$ cat src/rtl/load_store_unit_if.sv
// Word-wide memory bus between the load/store unit and data memory.
//   mem_req    : LSU -> mem, request valid (held until mem_ready)
//   mem_we     : LSU -> mem, 1 = write
//   mem_addr   : LSU -> mem, word-aligned byte address
//   mem_wstrb  : LSU -> mem, byte enables (zero for loads)
//   mem_wdata  : LSU -> mem, lane-replicated store data
//   mem_ready  : mem -> LSU, request accepted this cycle
//   mem_rvalid : mem -> LSU, read data valid
//   mem_rdata  : mem -> LSU, read data word
interface load_store_unit_if #(
    parameter int Width = 32
);
    logic             mem_req;
    logic             mem_we;
    logic [Width-1:0] mem_addr;
    logic [3:0]       mem_wstrb;
    logic [Width-1:0] mem_wdata;
    logic             mem_ready;
    logic             mem_rvalid;
    logic [Width-1:0] mem_rdata;

    modport master (
        output mem_req, mem_we, mem_addr, mem_wstrb, mem_wdata,
        input  mem_ready, mem_rvalid, mem_rdata
    );

    modport slave (
        input  mem_req, mem_we, mem_addr, mem_wstrb, mem_wdata,
        output mem_ready, mem_rvalid, mem_rdata
    );
endinterface

$ cat src/rtl/load_store_unit.sv
// Multi-cycle load/store unit bridging the single-cycle core's data port to
// a request/ready/response memory bus.
//   clk, LSUrst        : clock, synchronous active-high reset
//   MemRead, MemWrite  : core access request (held by the core while Stall)
//   funct3             : size/sign (lb, lh, lw, lbu, lhu)
//   address, WriteData : byte address and store data from the core
//   ReadData           : extended load result, held until the next load
//   Stall              : core must hold PC/register write (combinational)
//   AlignErr           : misaligned/undefined access, no bus access made
//   BusErr             : bus timeout, pulses in the completion cycle
//   bus                : memory bus (master side)
module load_store_unit #(
    parameter int Width         = 32,
    parameter int TimeoutCycles = 255
) (
    input  logic                     clk,
    input  logic                     LSUrst,
    input  logic                     MemRead,
    input  logic                     MemWrite,
    input  logic [2:0]               funct3,
    input  logic [Width-1:0]         address,
    input  logic [Width-1:0]         WriteData,
    output logic [Width-1:0]         ReadData,
    output logic                     Stall,
    output logic                     AlignErr,
    output logic                     BusErr,
    load_store_unit_if.master        bus
);

    typedef enum logic [1:0] {
        IDLE   = 2'd0,
        REQ    = 2'd1,
        WAIT_R = 2'd2,
        DONE   = 2'd3
    } state_t;

    // Abort on the last allowed cycle of REQ+WAIT_R when nothing completed.
    localparam logic [7:0] CNT_LIMIT = 8'(TimeoutCycles - 1);

    state_t           state_r, state_nxt_s;
    logic [7:0]       cnt_r;
    logic             op_s, legal_s, launch_s, capture_s, timeout_s;
    logic [3:0]       size_strb_s;
    logic [Width-1:0] size_wdata_s, ext_s;
    logic [7:0]       byte_s;
    logic [15:0]      half_s;
    logic             load_r, req_r, we_r, bus_err_r;
    logic [1:0]       lane_r;
    logic [2:0]       f3_r;
    logic [Width-1:0] addr_r, wdata_r, read_data_r;
    logic [3:0]       wstrb_r;

    assign op_s     = MemRead | MemWrite;
    assign launch_s = (state_r == IDLE) & op_s & legal_s;
    assign Stall    = launch_s | (state_r == REQ) | (state_r == WAIT_R);
    assign AlignErr = (state_r == IDLE) & op_s & ~legal_s;

    assign ReadData      = read_data_r;
    assign BusErr        = bus_err_r;
    assign bus.mem_req   = req_r;
    assign bus.mem_we    = we_r;
    assign bus.mem_addr  = addr_r;
    assign bus.mem_wstrb = wstrb_r;
    assign bus.mem_wdata = wdata_r;

    // Legality check plus store strobe/lane replication from the live request.
    always_comb begin
        legal_s      = 1'b0;
        size_strb_s  = 4'b0000;
        size_wdata_s = WriteData;
        case (funct3)
            3'b000, 3'b100: begin
                legal_s      = 1'b1;
                size_strb_s  = 4'b0001 << address[1:0];
                size_wdata_s = {(Width/8){WriteData[7:0]}};
            end
            3'b001, 3'b101: begin
                legal_s      = ~address[0];
                size_strb_s  = address[1] ? 4'b1100 : 4'b0011;
                size_wdata_s = {(Width/16){WriteData[15:0]}};
            end
            3'b010: begin
                legal_s      = (address[1:0] == 2'b00);
                size_strb_s  = 4'b1111;
                size_wdata_s = WriteData;
            end
            default: begin
                legal_s      = 1'b0;
                size_strb_s  = 4'b0000;
                size_wdata_s = WriteData;
            end
        endcase
    end

    // Lane selection and sign/zero extension of the returned word.
    always_comb begin
        byte_s = bus.mem_rdata[{lane_r, 3'b000} +: 8];
        half_s = bus.mem_rdata[{lane_r[1], 4'b0000} +: 16];
        case (f3_r)
            3'b000:  ext_s = {{(Width-8){byte_s[7]}}, byte_s};
            3'b100:  ext_s = {{(Width-8){1'b0}}, byte_s};
            3'b001:  ext_s = {{(Width-16){half_s[15]}}, half_s};
            3'b101:  ext_s = {{(Width-16){1'b0}}, half_s};
            default: ext_s = bus.mem_rdata;
        endcase
    end

    // Next-state logic; also decides when a load result is captured or aborted.
    always_comb begin
        state_nxt_s = state_r;
        capture_s   = 1'b0;
        timeout_s   = 1'b0;
        case (state_r)
            IDLE: begin
                if (launch_s) begin
                    state_nxt_s = REQ;
                end else begin
                    state_nxt_s = IDLE;
                end
            end
            REQ: begin
                if (bus.mem_ready) begin
                    if (!load_r) begin
                        state_nxt_s = DONE;
                    end else if (bus.mem_rvalid) begin
                        capture_s   = 1'b1;
                        state_nxt_s = DONE;
                    end else begin
                        state_nxt_s = WAIT_R;
                    end
                end else if (cnt_r == CNT_LIMIT) begin
                    timeout_s   = 1'b1;
                    state_nxt_s = DONE;
                end else begin
                    state_nxt_s = REQ;
                end
            end
            WAIT_R: begin
                if (bus.mem_rvalid) begin
                    capture_s   = 1'b1;
                    state_nxt_s = DONE;
                end else if (cnt_r == CNT_LIMIT) begin
                    timeout_s   = 1'b1;
                    state_nxt_s = DONE;
                end else begin
                    state_nxt_s = WAIT_R;
                end
            end
            // The op still presented in DONE is the one just committed.
            DONE:    state_nxt_s = IDLE;
            default: state_nxt_s = IDLE;
        endcase
    end

    // State, timeout counter, latched request and registered outputs.
    always_ff @(posedge clk) begin
        if (LSUrst) begin
            state_r     <= IDLE;
            cnt_r       <= 8'd0;
            load_r      <= 1'b0;
            lane_r      <= 2'b00;
            f3_r        <= 3'b000;
            req_r       <= 1'b0;
            we_r        <= 1'b0;
            addr_r      <= '0;
            wstrb_r     <= 4'b0000;
            wdata_r     <= '0;
            read_data_r <= '0;
            bus_err_r   <= 1'b0;
        end else begin
            state_r   <= state_nxt_s;
            req_r     <= (state_nxt_s == REQ);
            bus_err_r <= timeout_s;
            if ((state_r == REQ) || (state_r == WAIT_R)) begin
                cnt_r <= cnt_r + 8'd1;
            end else begin
                cnt_r <= 8'd0;
            end
            if (launch_s) begin
                // A simultaneous read and write is treated as a load only.
                load_r  <= MemRead;
                we_r    <= ~MemRead;
                lane_r  <= address[1:0];
                f3_r    <= funct3;
                addr_r  <= {address[Width-1:2], 2'b00};
                wstrb_r <= MemRead ? 4'b0000 : size_strb_s;
                wdata_r <= size_wdata_s;
            end
            if (capture_s) begin
                read_data_r <= ext_s;
            end else if (timeout_s && load_r) begin
                read_data_r <= '0;
            end else begin
                read_data_r <= read_data_r;
            end
        end
    end

endmodule

$ cat src/flat_wrapper.sv
// flat-port wrapper written by rule: the top's interface ports become plain ports
module load_store_unit_flat 
#(
    parameter int Width         = 32,
    parameter int TimeoutCycles = 255
)
  (clk, LSUrst, MemRead, MemWrite, funct3, address, WriteData, ReadData, Stall, AlignErr, BusErr, bus_mem_req, bus_mem_we, bus_mem_addr, bus_mem_wstrb, bus_mem_wdata, bus_mem_ready, bus_mem_rvalid, bus_mem_rdata);
  load_store_unit_if #(.Width(Width)) bus_i ();
  input  logic clk;
  input  logic LSUrst;
  input  logic MemRead;
  input  logic MemWrite;
  input  logic [2:0] funct3;
  input  logic [Width-1:0] address;
  input  logic [Width-1:0] WriteData;
  output logic [Width-1:0] ReadData;
  output logic Stall;
  output logic AlignErr;
  output logic BusErr;
  output wire logic [$bits(bus_i.mem_req)-1:0] bus_mem_req;
  output wire logic [$bits(bus_i.mem_we)-1:0] bus_mem_we;
  output wire logic [$bits(bus_i.mem_addr)-1:0] bus_mem_addr;
  output wire logic [$bits(bus_i.mem_wstrb)-1:0] bus_mem_wstrb;
  output wire logic [$bits(bus_i.mem_wdata)-1:0] bus_mem_wdata;
  input wire logic [$bits(bus_i.mem_ready)-1:0] bus_mem_ready;
  input wire logic [$bits(bus_i.mem_rvalid)-1:0] bus_mem_rvalid;
  input wire logic [$bits(bus_i.mem_rdata)-1:0] bus_mem_rdata;
  assign bus_mem_req = bus_i.mem_req;
  assign bus_mem_we = bus_i.mem_we;
  assign bus_mem_addr = bus_i.mem_addr;
  assign bus_mem_wstrb = bus_i.mem_wstrb;
  assign bus_mem_wdata = bus_i.mem_wdata;
  assign bus_i.mem_ready = bus_mem_ready;
  assign bus_i.mem_rvalid = bus_mem_rvalid;
  assign bus_i.mem_rdata = bus_mem_rdata;
  load_store_unit #(.Width(Width), .TimeoutCycles(TimeoutCycles)) u_core (.clk(clk), .LSUrst(LSUrst), .MemRead(MemRead), .MemWrite(MemWrite), .funct3(funct3), .address(address), .WriteData(WriteData), .ReadData(ReadData), .Stall(Stall), .AlignErr(AlignErr), .BusErr(BusErr), .bus(bus_i));
endmodule
$ cat config.mk
export PLATFORM = sky130hd
export DESIGN_NAME = load_store_unit_flat
export DESIGN_NICKNAME = d
export VERILOG_FILES = /design/src/rtl/load_store_unit_if.sv /design/src/rtl/load_store_unit.sv /design/src/flat_wrapper.sv
export SDC_FILE = /design/constraint.sdc
export NUM_CORES = 1
export LEC_CHECK = 0
export BUFFER_PORTS_ARGS = -buffer_cell sky130_fd_sc_hd__buf_4
export CORE_MARGIN = 2
export CORE_UTILIZATION = 44
export CTS_CLUSTER_DIAMETER = 120
export DETAILED_ROUTE_END_ITERATION = 10
export GPL_TIMING_DRIVEN = 0
export MAX_ROUTING_LAYER = met4
export PLACE_DENSITY = 0.75
export SLEW_MARGIN = 40
export SYNTH_ARGS = -nofsm -noshare
export SYNTH_HDL_FRONTEND = slang
export SYNTH_SLANG_ARGS = --single-unit
$ cat constraint.sdc
create_clock -name clk -period 1.7 [get_ports clk]
set_input_delay 0.255 -clock clk [delete_from_list [all_inputs] [get_ports clk]]
set_output_delay 0.255 -clock clk [all_outputs]
set_load 0.02 [all_outputs]
Word level (Yosys, flattened, before mapping):

Cells that the tools add are included.
Widths: inputs -> output; s select.

* $add $sub $neg: 1
* equal/unequal tests: 12
* shift operators: 3
* multiplexer cells: 24
* bitwise logic cells: 10
* reductions and logical operators: 10

Operators with widths (count)
* $pmux 32 s4: 1
* $mux 32: 2
* $pmux 32 s2: 1
* $shiftx 32x6->16: 1
* $shiftx 32x6->8: 1
* $eq 3x3->1 const B: 4
* $pmux 4 s3: 1
* $mux 1: 9
* $add 8x1->8 const B: 1
* $eq 8x8->1 const B: 1
* $mux 2: 4
* $mux 4: 2
* $pmux 2 s4: 1
* $eq 3x1->1 const B: 2
* $logic_not 3->1: 2
* $reduce_or 2->1: 3
* $eq 2x1->1 const B: 2
* $eq 2x2->1 const B: 2
* $logic_not 2->1: 2
* $not 1->1: 4
* $pmux 1 s2: 2
* $shl 1x2->4 const A: 1
* $and 1x1->1: 3
* $eq 3x2->1 const B: 1
* 5 further kinds: 7

* bits in registers: 117
* input bits: 105
* output and inout bits: 105
* logic and storage cells: 72

Depth between registers and ports, before layout:

Gate-level depths: netlist (run 1).

* depth after elaboration: 7
* depth in mapped cells: 9

Worst setup path after synthesis (run 1):

Ideal clock, no wire load.

* path kind: register -> output
* start: register u_core.state_r[0]
* end: output port Stall
* data arrival time: 1.612 ns
* slack: -0.167 ns
* cell stages (with the launch flop): 8
* buffers on the path: 2
* path through: dfxtp_1 -> inv_1 -> ha_1 -> o21ai_1 -> o21ba_2 -> buf_4 -> buf_4 -> or3_1

* longest elaborated chain between the ends: 5
* elaborated cells between the ends (all ways): 7
* classes of those cells: 2 x eq/ne; 4 x bitwise; 1 x reduce/logical

RTL lines
* start, declared: RTL line load_store_unit.sv:40 `state_t state_r, state_nxt_s;`
* start signal, assigned: RTL line load_store_unit.sv:171 `state_r <= state_nxt_s;`
* $logic_not 2->1: RTL line load_store_unit.sv:54 `assign launch_s = (state_r == IDLE) & op_s & legal_s;`
* $and 1x1->1 (2 in a row): RTL line load_store_unit.sv:54
* $or 1x1->1: RTL line load_store_unit.sv:55 `assign Stall = launch_s | (state_r == REQ) | (state_r == WAIT_R);`
* $or 1x1->1 (*): RTL line load_store_unit.sv:55
* end, declared: RTL line flat_wrapper.sv:17 `output logic Stall;`

Mark *: on every way between the ends. The rest lies on a longest branch, timed or not.

Worst setup path after layout (run 1):

Same ends and word-level chain as after synthesis.

==> results of run 1 <==
-- layout by cell type (no fill, tap or decap), types with 3 or more instances in the layout --
cell and count:
and3b_1 7, nand2_1 119, a211oi_1 9, or3_1 11, mux2i_1 24, a21oi_1 65, nand3_1 3, o21ai_0 19
nor2_1 45, nor3b_1 3, ha_4 3, clkbuf_8 3, buf_6 6, nand2b_1 9, a31oi_1 3, inv_1 7
a311oi_1 10, a32o_1 7, o21ai_1 8, dfxtp_1 115, o211ai_1 9, xnor2_1 3, clkbuf_16 17, clkbuf_1 16
buf_4 228, a211o_1 7, o2bb2ai_1 13, clkinvlp_4 8, o2bb2ai_2 11, buf_2 7, clkbuf_2 3, clkbuf_4 8
-- sequential cells by signal, summed over array words and instances (netlist names) --
register	flops
u_core.BusErr	1
u_core.ReadData	32
u_core.bus.mem_addr	30
u_core.bus.mem_req	1
u_core.bus.mem_wdata	32
u_core.bus.mem_we	1
u_core.bus.mem_wstrb	4
u_core.cnt_r	8
u_core.f3_r	3
u_core.lane_r	2
u_core.load_r	1
u_core.state_r	2
-- Yosys cell counts, drive strengths merged (4+ instances only) --
cell / instances
o21ai: 28
ha: 5
o2bb2ai: 24
inv: 10
a311oi: 10
clkbuf: 20
a21oi: 66
or3: 12
nor3: 4
dfxtp: 117
a32o: 7
and3b: 7
a211o: 7
a31oi: 5
nand2b: 12
nor2: 46
nand2: 120
o211ai: 9
buf: 26
mux2i: 25
a211oi: 9
-- path summary, 6_finish.rpt --
check | endpoint | slack [ns] | cells past startpoint
worst max-delay path | Stall | -0.28 | 6
worst min-delay path | u_core.bus.mem_addr[4] | 0.08 | 3
worst max register to register | u_core.ReadData[13] | -0.20 | 10
worst min register to register | u_core.bus.mem_addr[30] | 0.46 | 2
-- stage by stage --
stage | TNS (ns) | hold WS, ns | power (W)
3_5_place_dp | -10.09 | 0.450 | 0.00427
5_1_grt | -6.29 | 0.0755 | 0.00808
4_1_cts | -4.21 | 0.0668 | 0.00777
2_1_floorplan | 0 | 0.351 | 0.00368
6_report | -4.13 | 0.0798 | 0.00781
3_3_place_gp | -9.87 | 0.442 | 0.00424
-- area by class of cell --
| type | instances | share of cell area |
|---|---|---|
| Multi-Input combinational cell | 426 | 0.347 |
| Clock inverter | 12 | 0.0166 |
| Timing Repair Buffer | 227 | 0.218 |
| Inverter | 12 | 0.00679 |
| Clock buffer | 20 | 0.0564 |
| Sequential cell | 117 | 0.296 |
| Buffer | 44 | 0.0357 |
| Tap cell | 143 | 0.0226 |
-- worst reg2reg max path: cells and delay by family (launching register included) --
family                   cells  cell delay [ns]
flip-flops                   1             0.34
AO/OA/AOI/OAI                2             0.58
buffers and inverters        5             0.60
AND/OR/NAND/NOR              2             0.14
adder cells (fa/ha/maj)      1             0.14
-- power groups by stage --
| stage | logic (W) | registers (W) | clock network [W] |
|---|---|---|---|
| floorplan | 0.000549 | 0.00313 | 0 |
| global placement | 0.00124 | 0.00300 | 0 |
| detailed placement | 0.00126 | 0.00300 | 0 |
| CTS | 0.00131 | 0.00295 | 0.00351 |
| global route | 0.00146 | 0.00296 | 0.00365 |
| finish | 0.00136 | 0.00295 | 0.00349 |
-- kinds of logic after synthesis --
kind of cell | after synthesis | share of synthesized area
compound gates | 175 | 0.239
xor+xnor | 5 | 0.00842
fa+ha+maj | 5 | 0.0120
buf+inv | 58 | 0.0541
flops | 117 | 0.450
mux | 27 | 0.0546
other cells | 1 | 0.000721
simple gates | 212 | 0.181
-- layer usage --
| layer | track usage | share of wire | vias to the layer above |
|---|---|---|---|
| met5 | - | 0 | - |
| met4 | 0.0886 | 0.013 | 0 |
| met3 | 0.0675 | 0.085 | 25 |
| met2 | 0.453 | 0.49 | 282 |
| met1 | 0.342 | 0.41 | 2569 |
| li1 | - | - | 2604 |
-- what timing repair did --
action / CTS / global route
pin swaps: 6 / 6
endpoints found under the setup margin: 42 / 101
setup buffers: 12 / 7
gates cloned: 2 / 0
hold buffers: 0 / 0
gates resized for setup: 32 / 26
==> summary.txt, run 1 <==
Worst r2r src - u_core.state_r[0]
Pwr per Cell Area - 986 mW/mm2
Post-route cell area - 0.00792 mm2
Asr flop ratio synth - 0
H-tree depth - 4
Top-area cell type share of the netlist area - 0.450
Via count - 5480
Die area - 0.0127 mm2
Largest buffer count on any clock path - 2
Wirelength per Cell - 17.5 um
Post-Synthesis Cell Area - 0.00520 mm2
CTS Sinks - 117
Unrepaired setup endpoints after global routing - yes
CP Max Fanout - 4
Register area - 0.00234 mm2
Die width - 113 um
IO Pins - 210
Buf/Inv on CP - 2
Slowest CP cell - dfxtp_2
Failing checks - negative setup slack
Root Driver - clkbuf_16
Top_reg_cell synth - dfxtp_1
Comb power frac - 0.174
Max Cap Viol - 0
Clk_skew - 0.00688 ns
Slew Limit Fails - 0
Area grow syn2layout - 52.3%
Antenna viol nets, final - 0
# fillers - 926
Core Area - 0.0115 mm2
Iteration-0 DRC Markers - 441
Multi-input logic area - 0.00275 mm2
Yosys reg bits - 117
Synth area leaders - dfxtp_1 (45%), nand2_1 (8.7%), a21oi_1 (6.4%)
Place WS - -0.389 ns
Cell count after synthesis - 600
Worst Max-Slew Pin Slew - 0.726 ns
Finished Core Util - 0.691
Post-DP Area - 0.00697 mm2
First-pass GRT wire length - 27200 um
Final routed DRC violation total - 0
Normalized max-slew margin - 0.516
Post-synthesis sequential area ratio - 0.450
Hpwl dp - 12700 um
Worst setup EP type - output port
Sw frac - 0.274
Initial core utilization - 0.454
Status - complete, but fails checks
Critical path's top delay family - flip-flops
Yosys top cell by area - dfxtp_1
Worst EP arrival - 1.73 ns
Seq pwr share - 0.378
Setup ws final - -0.284 ns
Fmax achieved - 504 MHz
Clock-pin slew on the worst setup and hold paths - 0.06 ns
FP Rows - 39
Final GP Congestion - 0.879
Count of port buffers added during placement - 206
Share of layout cells above drive strength 1 - 0.381
Clock power frac - 0.447
Worst IR Drop VDD - 0.533 mV
Worst setup path category - reg -> out
Worst Hold Launch - address[4]
Die height - 113 um
Synth unique cells - 49
NetSw - 0.00214 W
Minimum clock period - 1.98 ns
Leakage - 3.35 nW
Number of synthesized flops with an enable pin - 0
Antenna cell count - 0
# setup viols final - 33
Hold Path Class - in -> reg
Int Pwr - 0.00567 W
Avg Synthesized Cell Area - 8.67 um2
GRT Residual Overflow - 0
Syn. warnings - 0
Vias in the first global route - 5246
Kind of start point of the critical path - flop
Largest net degree at the start of global routing - 17
CP Data Required Time - 1.44 ns
Total clock buffers created by CTS - 17
Clk_lat worst skew - 0.42 ns
Antenna violations before repair - 0
CTS tree - yes
Max incr delay on CP - 0.35 ns
Final cell count without fillers - 1001
Total track usage - 0.278
WL final - 17500 um
Final hold vios - 0
First-pass DRT Iterations - 5
Nets - 955
CP Launch Point - u_core.state_r[0]
Worst path cell trace - inv_4, ha_4, o21ai_4, o21ba_4, or3_4, buf_6
Post-Place Cells - 950
Fin crit share - 1.17
Via density - 5.47
(Power assumes the default switching activity.)
==> run 2: changes to the inputs <==
--- a/config.mk
+++ b/config.mk
@@ -6,13 +6,15 @@
 export NUM_CORES = 1
 export LEC_CHECK = 0
 export BUFFER_PORTS_ARGS = -buffer_cell sky130_fd_sc_hd__buf_4
+export CORE_ASPECT_RATIO = 0.8
 export CORE_MARGIN = 2
-export CORE_UTILIZATION = 44
+export CORE_UTILIZATION = 45
+export CTS_BUF_LIST = sky130_fd_sc_hd__clkbuf_4 sky130_fd_sc_hd__clkbuf_8
 export CTS_CLUSTER_DIAMETER = 120
 export DETAILED_ROUTE_END_ITERATION = 10
 export GPL_TIMING_DRIVEN = 0
 export MAX_ROUTING_LAYER = met4
-export PLACE_DENSITY = 0.75
+export PLACE_DENSITY = 0.76
 export SLEW_MARGIN = 40
 export SYNTH_ARGS = -nofsm -noshare
 export SYNTH_HDL_FRONTEND = slang
==> summary.txt, run 2 (synthesis results as in run 1) <==
Hold-fix buffers, CTS - 0 (unchanged)
Setup TNS - -5.40 ns (-1.27 ns)
Final cell count without fillers - 1015 (+1.4%)
Worst R2R End - u_core.ReadData[17]
Share of layout cells above drive strength 1 - 0.413 (+0.0318)
Failing checks - negative setup slack
CTS Sinks - 117 (unchanged)
Worst Max-Slew Pin Slew - 0.697 ns (-0.0285 ns)
Kind of start point of the critical path - flop
Post-route cell area - 0.00808 mm2 (+2.1%)
Final routed DRC violation total - 0 (unchanged)
Clk_lat worst skew - 0.44 ns (+0.02 ns)
Nets - 964 (+0.94%)
Fmax achieved - 493 MHz (-2.2%)
Hold Path Class - in -> reg
Minimum clock period - 2.03 ns (+0.0436 ns)
Int Pwr - 0.00534 W (-5.7%)
Pwr per Cell Area - 925 mW/mm2 (-6.1%)
Max Cap Viol - 0 (unchanged)
GRT Residual Overflow - 0 (unchanged)
Die area - 0.0124 mm2 (-2.1%)
Die width - 124 um (+10%)
Largest net degree at the start of global routing - 17 (unchanged)
Worst Hold Path EP - u_core.bus.mem_addr[8]
Seq pwr share - 0.394 (+0.016)
IO Pins - 210 (unchanged)
Initial core utilization - 0.457 (+0.00324)
Worst EP arrival - 1.77 ns (+0.04 ns)
CTS tree - yes
Wirelength per Cell - 18.1 um (+3.4%)
H-tree depth - 4 (unchanged)
Iteration-0 DRC Markers - 320 (-27%)
Final GP Congestion - 0.931 (+6.0%)
Comb power frac - 0.197 (+0.023)
Hold depth - 3 (unchanged)
Total clock buffers created by CTS - 17 (unchanged)
Sw frac - 0.286 (+0.0113)
Post-DP Area - 0.00698 mm2 (about the same)
Antenna cell count - 0 (unchanged)
First-pass GRT wire length - 27100 um (-0.46%)
Clock-pin slew on the worst setup and hold paths - 0.08 ns (+0.02 ns)
Count of port buffers added during placement - 206 (unchanged)
Clk_skew - 0.00681 ns (-0.0000616 ns)
Worst IR Drop VDD - 0.602 mV (+13%)
Worst setup EP type - output port
FP Rows - 35 (-10%)
Hpwl dp - 13000 um (+2.4%)
Clock power frac - 0.409 (-0.038)
Leakage - 3.41 nW (+1.9%)
Buf/Inv on CP - 2 (unchanged)
First-pass DRT Iterations - 6 (+1)
Via count - 5541 (+1.1%)
Worst r2r src - u_core.state_r[1]
CP Max Fanout - 3 (-1)
Worst Hold Launch - address[8]
# setup viols final - 36 (+9.1%)
Die height - 100 um (-11%)
Antenna viol nets, final - 0 (unchanged)
Slew Limit Fails - 0 (unchanged)
Largest buffer count on any clock path - 2 (unchanged)
Unrepaired setup endpoints after global routing - yes
Total track usage - 0.282 (+0.00395)
R2R Setup Slk - -0.21 ns (about the same)
Worst path cell trace - inv_4, ha_4, o21ai_4, o21ba_4, or3_4, buf_6
DRT met1 WL - 7870 um (+9.0%)
# fillers - 869 (-6.2%)
Setup ws final - -0.328 ns (-0.0436 ns)
WL met3 - 1410 um (-5.6%)
Antenna violations before repair - 0 (unchanged)
Worst hold slack - 0.0575 ns (-0.0223 ns)
Core Area - 0.0114 mm2 (-0.71%)
Met2 wire length - 8660 um (+0.78%)
Vias in the first global route - 5326 (+1.5%)
Worst setup path category - reg -> out
Max incr delay on CP - 0.37 ns (+0.02 ns)
NetSw - 0.00213 W (-0.27%)
CP Launch Point - u_core.state_r[0]
Top sig layer - met4
Worst-case reg-to-reg path depth - 9 (-1)
Via density - 5.46 (-0.28%)
Commonest non-fill, non-tap cell in the layout - buf_4
Fin crit share - 1.19 (+0.0257)
Most frequent cells in the layout - buf_4 (232), nand2_1 (119), dfxtp_1 (113)
Slowest CP cell - dfxtp_2
Status - complete, but fails checks
Critical path's top delay family - flip-flops
Normalized max-slew margin - 0.535 (+0.0190)
WL final - 18400 um (+4.8%)
CP Data Required Time - 1.44 ns (about the same)
Final hold vios - 0 (unchanged)
Root Driver - clkbuf_8
Area grow syn2layout - 55.4%
Post-Place Cells - 955 (+0.53%)
run 2: cell count changes in the layout (fill, tap and decap cells not counted), sizes merged:
| cell | previous run | this run |
|---|---|---|
| clkinv | 5 | 4 |
| clkbuf | 47 | 36 |
| inv | 9 | 13 |
| buf | 244 | 262 |
| clkinvlp | 8 | 4 |
| bufinv | 2 | 5 |
run 2: power groups by stage:
stage | sequential (W) | clock, W | combinational (W)
2_1_floorplan | 0.00313 | 0 | 0.000549
3_3_place_gp | 0.00300 | 0 | 0.00124
3_5_place_dp | 0.00300 | 0 | 0.00127
4_1_cts | 0.00294 | 0.00308 | 0.00131
5_1_grt | 0.00296 | 0.00321 | 0.00157
6_report | 0.00295 | 0.00306 | 0.00147
run 2: timing repair:
| item | in CTS | in global routing |
|---|---|---|
| resized for setup | 25 | 86 |
| setup buffers | 6 | 21 |
| pin swaps | 4 | 8 |
| gates cloned | 0 | 4 |
| setup endpoints to repair | 82 | 109 |
| endpoints found under the hold margin | 0 | 0 |
run 2: worst max-delay path by stage:
stage | end | slack (ns) | depth (start not counted)
floorplan | Stall | 0.01 | 7
global placement | u_core.ReadData[2] | -0.28 | 7
detailed placement | u_core.ReadData[1] | -0.35 | 7
CTS | Stall | -0.31 | 6
global route | Stall | -0.38 | 6
finish | Stall | -0.33 | 6
run 2: tightest hold or removal path, cell delays in order:
cell and delay, ns:
buf_4 0.11, nand2_1 0.05, a21oi_1 0.05
run 2: cell type report:
type                       instances  area [um2]  share of cell area
buffer                            44         338              0.0418
clock buffer                      18         248              0.0307
clock inverter                    14         224              0.0277
inverter                          12        50.0             0.00619
multi-input combinational        426        2840               0.352
sequential                       117        2350               0.291
tap                              148         185              0.0229
timing repair buffer             236        1840               0.228
run 2: routing by layer:
metal	track usage	vias up
met4	0.0942	0
met5	-	-
li1	-	2625
met1	0.360	2606
met3	0.0768	48
met2	0.438	262
run 2: through the flow:
step	total power, W	setup slack [ns]	utilization
finish	0.00748	-0.328	0.710
global route	0.00774	-0.382	0.710
CTS	0.00733	-0.309	0.664
detailed placement	0.00427	-0.353	0.613
global placement	0.00424	-0.281	0.613
floorplan	0.00368	0.0129	-
